==> config.mk <==
export PLATFORM = sky130hd
export DESIGN_NAME = shadow_dump_sequencer_flat
export DESIGN_NICKNAME = d
export VERILOG_FILES = /design/src/rtl/shadow_dump_sequencer_pkg.sv /design/src/rtl/shadow_dump_sequencer_if.sv /design/src/rtl/shadow_dump_sequencer_blk_mux.sv /design/src/rtl/shadow_dump_sequencer.sv /design/src/flat_wrapper.sv
export SDC_FILE = /design/constraint.sdc
export NUM_CORES = 1
export LEC_CHECK = 0
export CORE_MARGIN = 5
export CORE_UTILIZATION = 51
export DETAILED_ROUTE_END_ITERATION = 8
export PLACE_DENSITY = 0.8
export SLEW_MARGIN = 5
export SYNTH_ARGS = -nofsm -noshare
export SYNTH_HDL_FRONTEND = slang
export SYNTH_HIERARCHICAL = 1
export SYNTH_SLANG_ARGS = --single-unit
export TNS_END_PERCENT = 30
==> constraint.sdc <==
create_clock -name clk -period 3.7 [get_ports clk]
set_input_delay 0.555 -clock clk [delete_from_list [all_inputs] [get_ports clk]]
set_output_delay 0.555 -clock clk [all_outputs]
set_load 0.01 [all_outputs]
==> src/rtl/shadow_dump_sequencer_pkg.sv <==
// Shared types and elaboration helpers for the shadow-capture dump sequencer.
package shadow_pkg;

  typedef enum logic [2:0] {
    IDLE,
    CAPTURE,
    WAIT_RDY,
    SHIFT,
    DONE
  } state_t;

  // Bit width needed to hold value-1, never less than one bit.
  function automatic int clog2_min1(input int value);
    int r;
    r = 0;
    while ((1 << r) < value) r++;
    return (r < 1) ? 1 : r;
  endfunction

  function automatic int num_blks(input int chains_in, input int chains_out);
    return (chains_in + chains_out - 1) / chains_out;
  endfunction

endpackage

==> src/rtl/shadow_dump_sequencer_if.sv <==
// Bit-serial dump stream: one beat carries one bit from each chain of the current block.
interface shadow_dump_sequencer_if #(
  parameter int CHAINS_OUT = 2,
  parameter int BLK_W      = 8
);

  logic [CHAINS_OUT-1:0] out_data;
  logic                  out_valid;
  logic                  out_ready;
  logic                  out_last;
  logic [BLK_W-1:0]      out_blk;

  modport master (
    output out_data,
    output out_valid,
    output out_last,
    output out_blk,
    input  out_ready
  );

  modport slave (
    input  out_data,
    input  out_valid,
    input  out_last,
    input  out_blk,
    output out_ready
  );

endinterface

==> src/rtl/shadow_dump_sequencer_blk_mux.sv <==
// Selects the serial head bits of the chains in block blk and flags which chains belong to it.
module shadow_blk_mux #(
  parameter int CHAINS_IN  = 8,
  parameter int CHAINS_OUT = 2,
  parameter int BLK_W      = 8
) (
  input  logic [CHAINS_IN-1:0]  cin,
  input  logic [BLK_W-1:0]      blk,
  output logic [CHAINS_OUT-1:0] lane_data,
  output logic [CHAINS_IN-1:0]  chain_mask
);

  int base;

  // Lanes whose chain index falls past CHAINS_IN never match a chain and stay 0.
  always_comb begin
    lane_data  = '0;
    chain_mask = '0;
    base       = int'(blk) * CHAINS_OUT;
    for (int j = 0; j < CHAINS_IN; j++) begin
      for (int i = 0; i < CHAINS_OUT; i++) begin
        if (j == base + i) begin
          lane_data[i]  = cin[j];
          chain_mask[j] = 1'b1;
        end
      end
    end
  end

endmodule

==> src/rtl/shadow_dump_sequencer.sv <==
// Capture-then-dump sequencer: pulses capture, waits for each block's chains, streams them bit-serially.
module shadow_dump_sequencer
  import shadow_pkg::*;
#(
  parameter int CHAINS_IN  = 8,
  parameter int CHAINS_OUT = 2,
  parameter int CHAIN_LEN  = 64,
  parameter int LEN_W      = 6,
  parameter int BLK_W      = 8,
  parameter int TIMEOUT    = 1024
) (
  input  logic                 clk,
  input  logic                 rst,
  input  logic                 trigger,
  input  logic                 abort,
  output logic                 capture,
  input  logic [CHAINS_IN-1:0] cin_ready,
  input  logic [CHAINS_IN-1:0] cin,
  output logic [CHAINS_IN-1:0] shift_en,
  shadow_dump_sequencer_if.master dump,
  output logic                 busy,
  output logic                 done,
  output logic                 error
);

  localparam int NUM_BLKS = num_blks(CHAINS_IN, CHAINS_OUT);
  localparam int TMR_W    = clog2_min1(TIMEOUT);

  localparam logic [LEN_W-1:0] LAST_BIT = LEN_W'(CHAIN_LEN - 1);
  localparam logic [BLK_W-1:0] LAST_BLK = BLK_W'(NUM_BLKS - 1);
  localparam logic [TMR_W-1:0] TMR_MAX  = TMR_W'(TIMEOUT - 1);

  state_t               state;
  logic [LEN_W-1:0]     bit_cnt;
  logic [BLK_W-1:0]     blk;
  logic [TMR_W-1:0]     timer;
  logic [CHAINS_IN-1:0] ready_mask;
  logic [CHAINS_IN-1:0] chain_mask;
  logic [CHAINS_OUT-1:0] lane_data;
  logic                 blk_ready;
  logic                 accept;

  shadow_blk_mux #(
    .CHAINS_IN  (CHAINS_IN),
    .CHAINS_OUT (CHAINS_OUT),
    .BLK_W      (BLK_W)
  ) u_blk_mux (
    .cin        (cin),
    .blk        (blk),
    .lane_data  (lane_data),
    .chain_mask (chain_mask)
  );

  // A chain counts as ready if it was seen ready since capture or is ready right now.
  assign blk_ready = &((ready_mask | cin_ready) | ~chain_mask);
  assign accept    = (state == SHIFT) && dump.out_ready;
  assign shift_en  = (accept && !abort && !rst) ? chain_mask : '0;

  assign dump.out_data  = lane_data;
  assign dump.out_valid = (state == SHIFT);
  assign dump.out_last  = (state == SHIFT) && (bit_cnt == LAST_BIT);
  assign dump.out_blk   = blk;
  assign busy           = (state != IDLE);

  always_ff @(posedge clk) begin
    if (rst) begin
      state      <= IDLE;
      bit_cnt    <= '0;
      blk        <= '0;
      timer      <= '0;
      ready_mask <= '0;
      capture    <= 1'b0;
      done       <= 1'b0;
      error      <= 1'b0;
    end else begin
      capture <= 1'b0;
      done    <= 1'b0;
      error   <= 1'b0;

      if (state == CAPTURE) ready_mask <= '0;
      else                  ready_mask <= ready_mask | cin_ready;

      if (abort) begin
        state   <= IDLE;
        bit_cnt <= '0;
        blk     <= '0;
        timer   <= '0;
      end else begin
        case (state)
          IDLE: begin
            if (trigger) begin
              state   <= CAPTURE;
              capture <= 1'b1;
            end
          end
          CAPTURE: begin
            bit_cnt <= '0;
            blk     <= '0;
            timer   <= '0;
            state   <= WAIT_RDY;
          end
          WAIT_RDY: begin
            if (blk_ready) begin
              state <= SHIFT;
            end else if (timer == TMR_MAX) begin
              state <= DONE;
              done  <= 1'b1;
              error <= 1'b1;
            end else begin
              timer <= timer + 1'b1;
            end
          end
          SHIFT: begin
            // Without acceptance every counter holds so the beat stays stable.
            if (dump.out_ready) begin
              if (bit_cnt == LAST_BIT) begin
                bit_cnt <= '0;
                if (blk == LAST_BLK) begin
                  state <= DONE;
                  done  <= 1'b1;
                end else begin
                  blk   <= blk + 1'b1;
                  timer <= '0;
                  state <= WAIT_RDY;
                end
              end else begin
                bit_cnt <= bit_cnt + 1'b1;
              end
            end
          end
          DONE:    state <= IDLE;
          default: state <= IDLE;
        endcase
      end
    end
  end

endmodule

==> src/flat_wrapper.sv <==
// flat-port wrapper written by rule: the top's interface ports become plain ports
module shadow_dump_sequencer_flat import shadow_pkg::*;
#(
  parameter int CHAINS_IN  = 8,
  parameter int CHAINS_OUT = 2,
  parameter int CHAIN_LEN  = 64,
  parameter int LEN_W      = 6,
  parameter int BLK_W      = 8,
  parameter int TIMEOUT    = 1024
)
  (clk, rst, trigger, abort, capture, cin_ready, cin, shift_en, busy, done, error, dump_out_data, dump_out_valid, dump_out_last, dump_out_blk, dump_out_ready);
  shadow_dump_sequencer_if #(.CHAINS_OUT(CHAINS_OUT), .BLK_W(BLK_W)) dump_i ();
  input  logic clk;
  input  logic rst;
  input  logic trigger;
  input  logic abort;
  output logic capture;
  input  logic [CHAINS_IN-1:0] cin_ready;
  input  logic [CHAINS_IN-1:0] cin;
  output logic [CHAINS_IN-1:0] shift_en;
  output logic busy;
  output logic done;
  output logic error;
  output wire logic [$bits(dump_i.out_data)-1:0] dump_out_data;
  output wire logic [$bits(dump_i.out_valid)-1:0] dump_out_valid;
  output wire logic [$bits(dump_i.out_last)-1:0] dump_out_last;
  output wire logic [$bits(dump_i.out_blk)-1:0] dump_out_blk;
  input wire logic [$bits(dump_i.out_ready)-1:0] dump_out_ready;
  assign dump_out_data = dump_i.out_data;
  assign dump_out_valid = dump_i.out_valid;
  assign dump_out_last = dump_i.out_last;
  assign dump_out_blk = dump_i.out_blk;
  assign dump_i.out_ready = dump_out_ready;
  shadow_dump_sequencer #(.CHAINS_IN(CHAINS_IN), .CHAINS_OUT(CHAINS_OUT), .CHAIN_LEN(CHAIN_LEN), .LEN_W(LEN_W), .BLK_W(BLK_W), .TIMEOUT(TIMEOUT)) u_core (.clk(clk), .rst(rst), .trigger(trigger), .abort(abort), .capture(capture), .cin_ready(cin_ready), .cin(cin), .shift_en(shift_en), .dump(dump_i), .busy(busy), .done(done), .error(error));
endmodule
## Word level (Yosys, flattened, before mapping)

Index checks and enable logic that the tools add are counted.

- Register bits: 38
- Bits of input ports: 21
- Output and inout bits: 24

- Add/sub/neg operators: 4
- Eq/ne operators: 23
- Muxes and demuxes: 52
- Bitwise operators: 5
- Reductions and logical operators: 21

Operator list:

| operator | number |
|---|---|
| $eq 4x32->1 const A | 3 |
| $eq 3x32->1 const A | 2 |
| $logic_not 32->1 | 2 |
| $mux 10 | 5 |
| $eq 2x32->1 const A | 1 |
| $mux 8 | 4 |
| $mux 1 | 30 |
| $pmux 10 s3 | 1 |
| $mux 3 | 6 |
| $eq 3x8->1 const A | 2 |
| $or 8x8->8 | 2 |
| $pmux 8 s2 | 1 |
| $mux 6 | 2 |
| $pmux 3 s4 | 1 |
| $pmux 6 s2 | 1 |
| $add 10x1->10 const B | 1 |
| $add 9x1->10 const B | 1 |
| $eq 10x10->1 const B | 1 |
| $eq 3x10->1 const A | 1 |
| $add 8x1->8 const B | 1 |
| $eq 2x8->1 const A | 1 |
| $eq 8x2->1 const B | 1 |
| $ne 2x2->1 const B | 4 |
| $not 8->8 | 1 |
| other kinds (19) | 30 |

## Logic depth before layout (Yosys ltp)

- Word-level depth: 10
- Depth in mapped cells: 9
- Gate-level depth less buffers: 7

## Cells and area by module

The synthesis kept the hierarchy.

Modules (own cells, without submodules):

| module | times used | cells each | area each (µm²) | seq. area each (µm²) |
|---|---|---|---|---|
| shadow_dump_sequencer | 1 | 240 | 2035.7 | 760.7 |
| shadow_blk_mux | 1 | 17 | 157.7 | 0.0 |

## Worst setup path before layout

No wires, ideal clock.

- Path type: register -> register
- Start point: register u_core.blk[7], in the netlist u_core/dump.out_blk[7]
- End point: register u_core.timer[9]
- Arrival time: 2.644 ns
- Slack: 0.934 ns
- Cell stages (with the launch flop): 9
- Buffers on the path: 1
- Clock period less this slack: 2.766 ns
- Path through: dfxtp_1 -> or4_4 -> nor4_1 -> buf_4 -> nor3b_1 -> a2111oi_4 -> a31oi_4 -> a211oi_2 -> a221o_1

- Cells in the longest elaborated chain, start to end: 8

RTL lines:

| element | line | text |
|---|---|---|
| start, declared | shadow_dump_sequencer.sv:35 | `logic [BLK_W-1:0] blk;` |
| start signal, assigned | shadow_dump_sequencer.sv:122 | `blk <= blk + 1'b1;` |
| $add 9x1->10 or $eq 2x8->1 (tied branches) | shadow_dump_sequencer_blk_mux.sv:22 | `if (j == base + i) begin` |
| $eq 3x32->1 or $mux 1 (tied branches) | shadow_dump_sequencer_blk_mux.sv:22 |  |
| $mux 1 * | shadow_dump_sequencer_blk_mux.sv:22 |  |
| via u_core.chain_mask[2] | shadow_dump_sequencer.sv:38 | `logic [CHAINS_IN-1:0] chain_mask;` |
| $not 8->8 * | shadow_dump_sequencer.sv:55 | `assign blk_ready = &((ready_mask \| cin_ready) \| ~chain_mask);` |
| $or 8x8->8 * | shadow_dump_sequencer.sv:55 |  |
| $reduce_and 8->1 * | shadow_dump_sequencer.sv:55 |  |
| $ne 2x2->1 (no line) * | n/a |  |
| $reduce_and 6->1 (no line) * | n/a |  |
| end signal, assigned | shadow_dump_sequencer.sv:110 | `timer <= timer + 1'b1;` |
| end, declared | shadow_dump_sequencer.sv:36 | `logic [TMR_W-1:0] timer;` |

The timed path passes the listed nets; every way through them passes the cells marked *.
A chain may end at the register's enable or synchronous reset.

## Worst setup path in the final report

- Start point: register u_core.state[1]
- End point: output port shift_en[0]

- Cells in the longest elaborated chain, start to end: 5

RTL lines:

| element | line | text |
|---|---|---|
| start, declared | shadow_dump_sequencer.sv:33 | `state_t state;` |
| start signal, assigned | shadow_dump_sequencer.sv:67 | `state <= IDLE;` |
| start signal, assigned | shadow_dump_sequencer.sv:84 | `state <= IDLE;` |
| start signal, assigned | shadow_dump_sequencer.sv:92 | `state <= CAPTURE;` |
| $eq 3x2->1 | shadow_dump_sequencer.sv:56 | `assign accept = (state == SHIFT) && dump.out_ready;` |
| $logic_and 1x1->1 | shadow_dump_sequencer.sv:56 |  |
| $logic_and 1x1->1 (2 in series) | shadow_dump_sequencer.sv:57 | `assign shift_en = (accept && !abort && !rst) ? chain_mask : '0;` |
| $mux 8 | shadow_dump_sequencer.sv:57 |  |
| end, declared | flat_wrapper.sv:20 | `output logic [CHAINS_IN-1:0] shift_en;` |

Every way passes these cells.

==> results.env <==
SETUP.WORST_PATH.CLASS='flip-flop to output pin'
CTS.SINKS=38
MAX-SLEW-MARGIN-REL_PCT=60.3
LEAKAGE_POWER_nW=0.960
STATUS='completed'
GLOBAL_ROUTE.USAGE.TOTAL_PCT=21.8
LEAST_MARGIN_PIN_SLEW_NS=0.589
ARRIVAL_NS=2.47
SYNTH_ADDER_AREA_SHARE_PCT=1.71
SYNTH_AREA_UM2=2190
CTS_HOLD_REPAIR.BUFFERS=0
POST-PLACE-WS_NS=0.745
HOLD-PATH-CELL-COUNT=2
INITIALDRTVIOLATIONCOUNT=198
SYNTH_EDF_COUNT=0
TIMING.FINAL.HOLD_VIOLATIONS=0
R2R_END='u_core/timer[9]'
FIRST_GLOBAL_VIAS=2083
CTS.REPAIR_TIMING.SETUP_BUFFER_COUNT=0
DRIVE_GT1_SHARE_PCT=8.97
CLOCK.FMAX_MHz=330
POWER_PER_CELL_AREA_nW_PER_UM2=287
POST_SYNTHESIS_SEQUENTIAL_AREA_RATIO_PCT=34.7
SLOWEST_STAGE_CELL_ON_THE_CRITICAL_PATH='sky130_fd_sc_hd__dfxtp_1'
CTS-BUFFERS-INSERTED=5
YS_DOMINANT_REG_CELL='sky130_fd_sc_hd__dfxtp_1'
POST_DRT_VIA_CELL_RATIO=6.03
WORSTSETUPENDPOINTTYPE='output pin'
DESIGN_POWER_TOTAL_uW=786
SYNTH_TOP_CELL_AREA_SHARE_PCT=34.7
TOTALNEGATIVESETUPSLACK_NS=0
SLEW_VIOL_FINAL=0
SKEW_NS=0.00905
ROUTE.VIAS.TOTAL=2115
PORT_BUFFERS=44
TIMING.CRITICAL_PATH.SLOWEST_CELL_DELAY_NS=0.65
YS_FF_LATCH=38
GP_CONGESTION=0.847
SETUP_VIOL=0
SYNTHESIS.INSTANCES=257
MOST_CONGESTED_LAYER_REPORTED_BY_GLOBAL_ROUTING='met2'
SYNTH.MUX.AREA_FRACTION_PCT=4.85
SYNTH_AREA_LEADER_CELL='sky130_fd_sc_hd__dfxtp_1'
WORST_R2R_STARTPOINT='u_core/dump.out_blk[6]'
DRC=0
CLK_LATENCY_NS=0.29
CTS.HTREE.LEVELS=2
DP_HPWL_UM=4170
ANT_NETS=0
IR_DROP_WORST_VDD_V=0.000155
SYNTH.CELLS.MOST_FREQUENT='41 x sky130_fd_sc_hd__nor2_1, 38 x sky130_fd_sc_hd__dfxtp_1, 15 x sky130_fd_sc_hd__nand2_1'
START_UTIL_PCT=53.7
DIE-WIDTH_UM=75.6
PATH_CLK_SLEW_NS=0.08
CTS_REPAIR_RESIZE_COUNT=0
FIRSTDRTPASSITERS=4
GRT_ANTENNA_BEFORE_REPAIR=0
HOLDCRITSTARTPOINT='u_core/ready_mask[1]'
CORE-AREA_UM2=4090
TOP_PORTS=45
GLOBALROUTEMET1UTIL_PCT=29.0
WL_FINAL_UM=5690
SYNTH_TOP_FAMILY_BY_AREA='simple AND/OR/NAND/NOR gates'
POST_SYNTH_AND_OR_NAND_NOR_AREA_FRACTION_PCT=31.5
SYNTH_WARNINGS=6
ANTENNA_CELLS=0
RSZ0062_AT_GRT='false'
CLOCK-ROOT-BUFFER='sky130_fd_sc_hd__clkbuf_8'
REG2REG_DEPTH=8
RRSETUPSLACK_NS=0.79
WORSTHOLDENDPOINT='u_core/ready_mask[1]'
FRACTION_OF_REGISTERS_WITH_ASYNC_SET_OR_RESET_AFTER_SYNTHESIS_PCT=0
SETUP.WORST_PATH.START_CLASS='flip-flop'
FINAL_CRITICAL_PATH_TIME_INCLUDING_I_O_DELAYS_AND_SETUP_NS=3.03
FLOORPLAN.ROWS=23
FINALCRITPERIODSHARE_PCT=81.8
MAXCAPVIOLATIONS=0
YOSYS-TOP-CELLS-AREA='sky130_fd_sc_hd__dfxtp_1 35%, sky130_fd_sc_hd__nor2_1 7.0%, sky130_fd_sc_hd__and2_1 3.1%'
DIE_H_UM=75.6
FIRST_PASS_GRT_WIRE_LENGTH_UM=9630
HOLD_PATH.CLASS='flip-flop to flip-flop'
GRT.MET2_USAGE_PCT=34.4
CLOCK_TREE.BUFFER_DEPTH=2
GRT_MAX_DEGREE=15
LAYOUT-AREA-OVERHEAD-VS-SYNTH_PCT=24.9
REQUIRED_NS=3.14
MAPPEDNETLISTNETS=281
POSTSYNTHAREAPERCELL_UM2=8.53
FIN_NETS=324
SYNTHMOSTINSTANTIATEDCELL='sky130_fd_sc_hd__nor2_1'
CP_MAX_FO=13
SYNTH-XOR-AREA-SHARE_PCT=3.59
FINAL_CRITICAL_PATH_SETUP_SLACK_NS=0.672
TRITONCTS_CLOCK_TREE='done'
GRT_USE_MET3_PCT=6.33
FLOORPLAN.DIE_AREA_UM2=5710
GRT_OVERFLOW_TOTAL=0
CRIT_CHAIN='nand2_1 > inv_1 > and3_1 > and2_1 > clkdlybuf4s50_1'
COUNT_OF_DISTINCT_CELL_TYPES_IN_THE_SYNTHESIZED_NETLIST=57
SYNTH_COMPOUND_GATE_AREA_SHARE_PCT=19.0
WL_PER_CELL_UM=16.2
metal layers:
layer  share of wire [%]  up-vias
met2                  47       81
met5                   0        -
met4                0.47        0
met1                  45     1001
met3                 7.5        4
li1                    -     1029
where the power goes:
part	switching, mW	leakage (nW)	internal, mW
logic	0.0411	0.606	0.0407
registers	0.00692	0.309	0.418
clock network	0.146	0.0452	0.133
logic make-up (layout without fill, tap and decap cells):
group / Yosys count / in the layout
AND/OR/NAND/NOR: 129 / 129
XOR/XNOR: 9 / 9
multiplexers: 7 / 7
flip-flops: 38 / 38
AO/OA/AOI/OAI: 50 / 50
buffers and inverters: 21 / 65
adder cells (fa/ha/maj): 3 / 3
layout by cell type (no fill, tap or decap), drive strengths merged, types with 3 or more instances in the layout:
| cell | count |
|---|---|
| clkdlybuf4s50 | 44 |
| nor2 | 41 |
| dfxtp | 38 |
| nand2 | 15 |
| and2 | 11 |
| inv | 10 |
| nand3 | 10 |
| and3 | 9 |
| nor3 | 9 |
| o211ai | 8 |
| o21ai | 8 |
| nor3b | 7 |
| a31oi | 7 |
| nand4 | 6 |
| clkbuf | 6 |
| a21oi | 6 |
| xnor2 | 5 |
| and4 | 5 |
| xor2 | 4 |
| a211oi | 4 |
| mux2 | 3 |
| ha | 3 |
| buf | 3 |
| nor4 | 3 |
| or3 | 3 |
| or4 | 3 |
metrics by stage:
step / instance area [um2] / hold WS [ns] / utilization (%) / instances
after detailed placement: 2650 / 0.460 / 64.9 / 343
after global placement: 2650 / 0.446 / 64.9 / 343
after CTS: 2740 / 0.479 / 67.1 / 351
final: 2740 / 0.473 / 67.1 / 351
after floorplan: 2190 / 0.436 / - / 257
after global routing: 2740 / 0.510 / 67.1 / 351
area by class of cell:
| class | count | area, um2 |
|---|---|---|
| fillers | 356 | 1350 |
| clock buffers | 6 | 72.6 |
| multi-input cells | 198 | 1330 |
| well taps | 50 | 62.6 |
| flip-flops and latches | 38 | 761 |
| inverters | 10 | 37.5 |
| repair buffers | 47 | 463 |
| clock inverters | 2 | 13.8 |
state kept, by name (all words and copies together) (netlist names):
register,flops
u_core/state,3
u_core/dump.out_blk,8
u_core/timer,10
u_core/capture,1
u_core/error,1
u_core/done,1
u_core/ready_mask,8
u_core/bit_cnt,6
worst max-delay path, delay by kind of cell, from the launching register on:
family | cells | cell delay, ns
flip-flops | 1 | 0.65
buffers and inverters | 2 | 0.74
AND/OR/NAND/NOR | 3 | 0.80
worst max path at each step:
stage	endpoint	slack, ns	start	depth (start not counted)
final	shift_en[0]	0.67	u_core/state[1]	5
after global routing	shift_en[0]	0.49	u_core/state[0]	6
after CTS	shift_en[0]	0.66	u_core/dump.out_blk[7]	4
after detailed placement	shift_en[0]	0.75	rst	6
after global placement	shift_en[1]	0.83	rst	6
after floorplan	u_core/timer[9]	0.93	u_core/dump.out_blk[7]	8
Power figures use the tool's default switching activity.
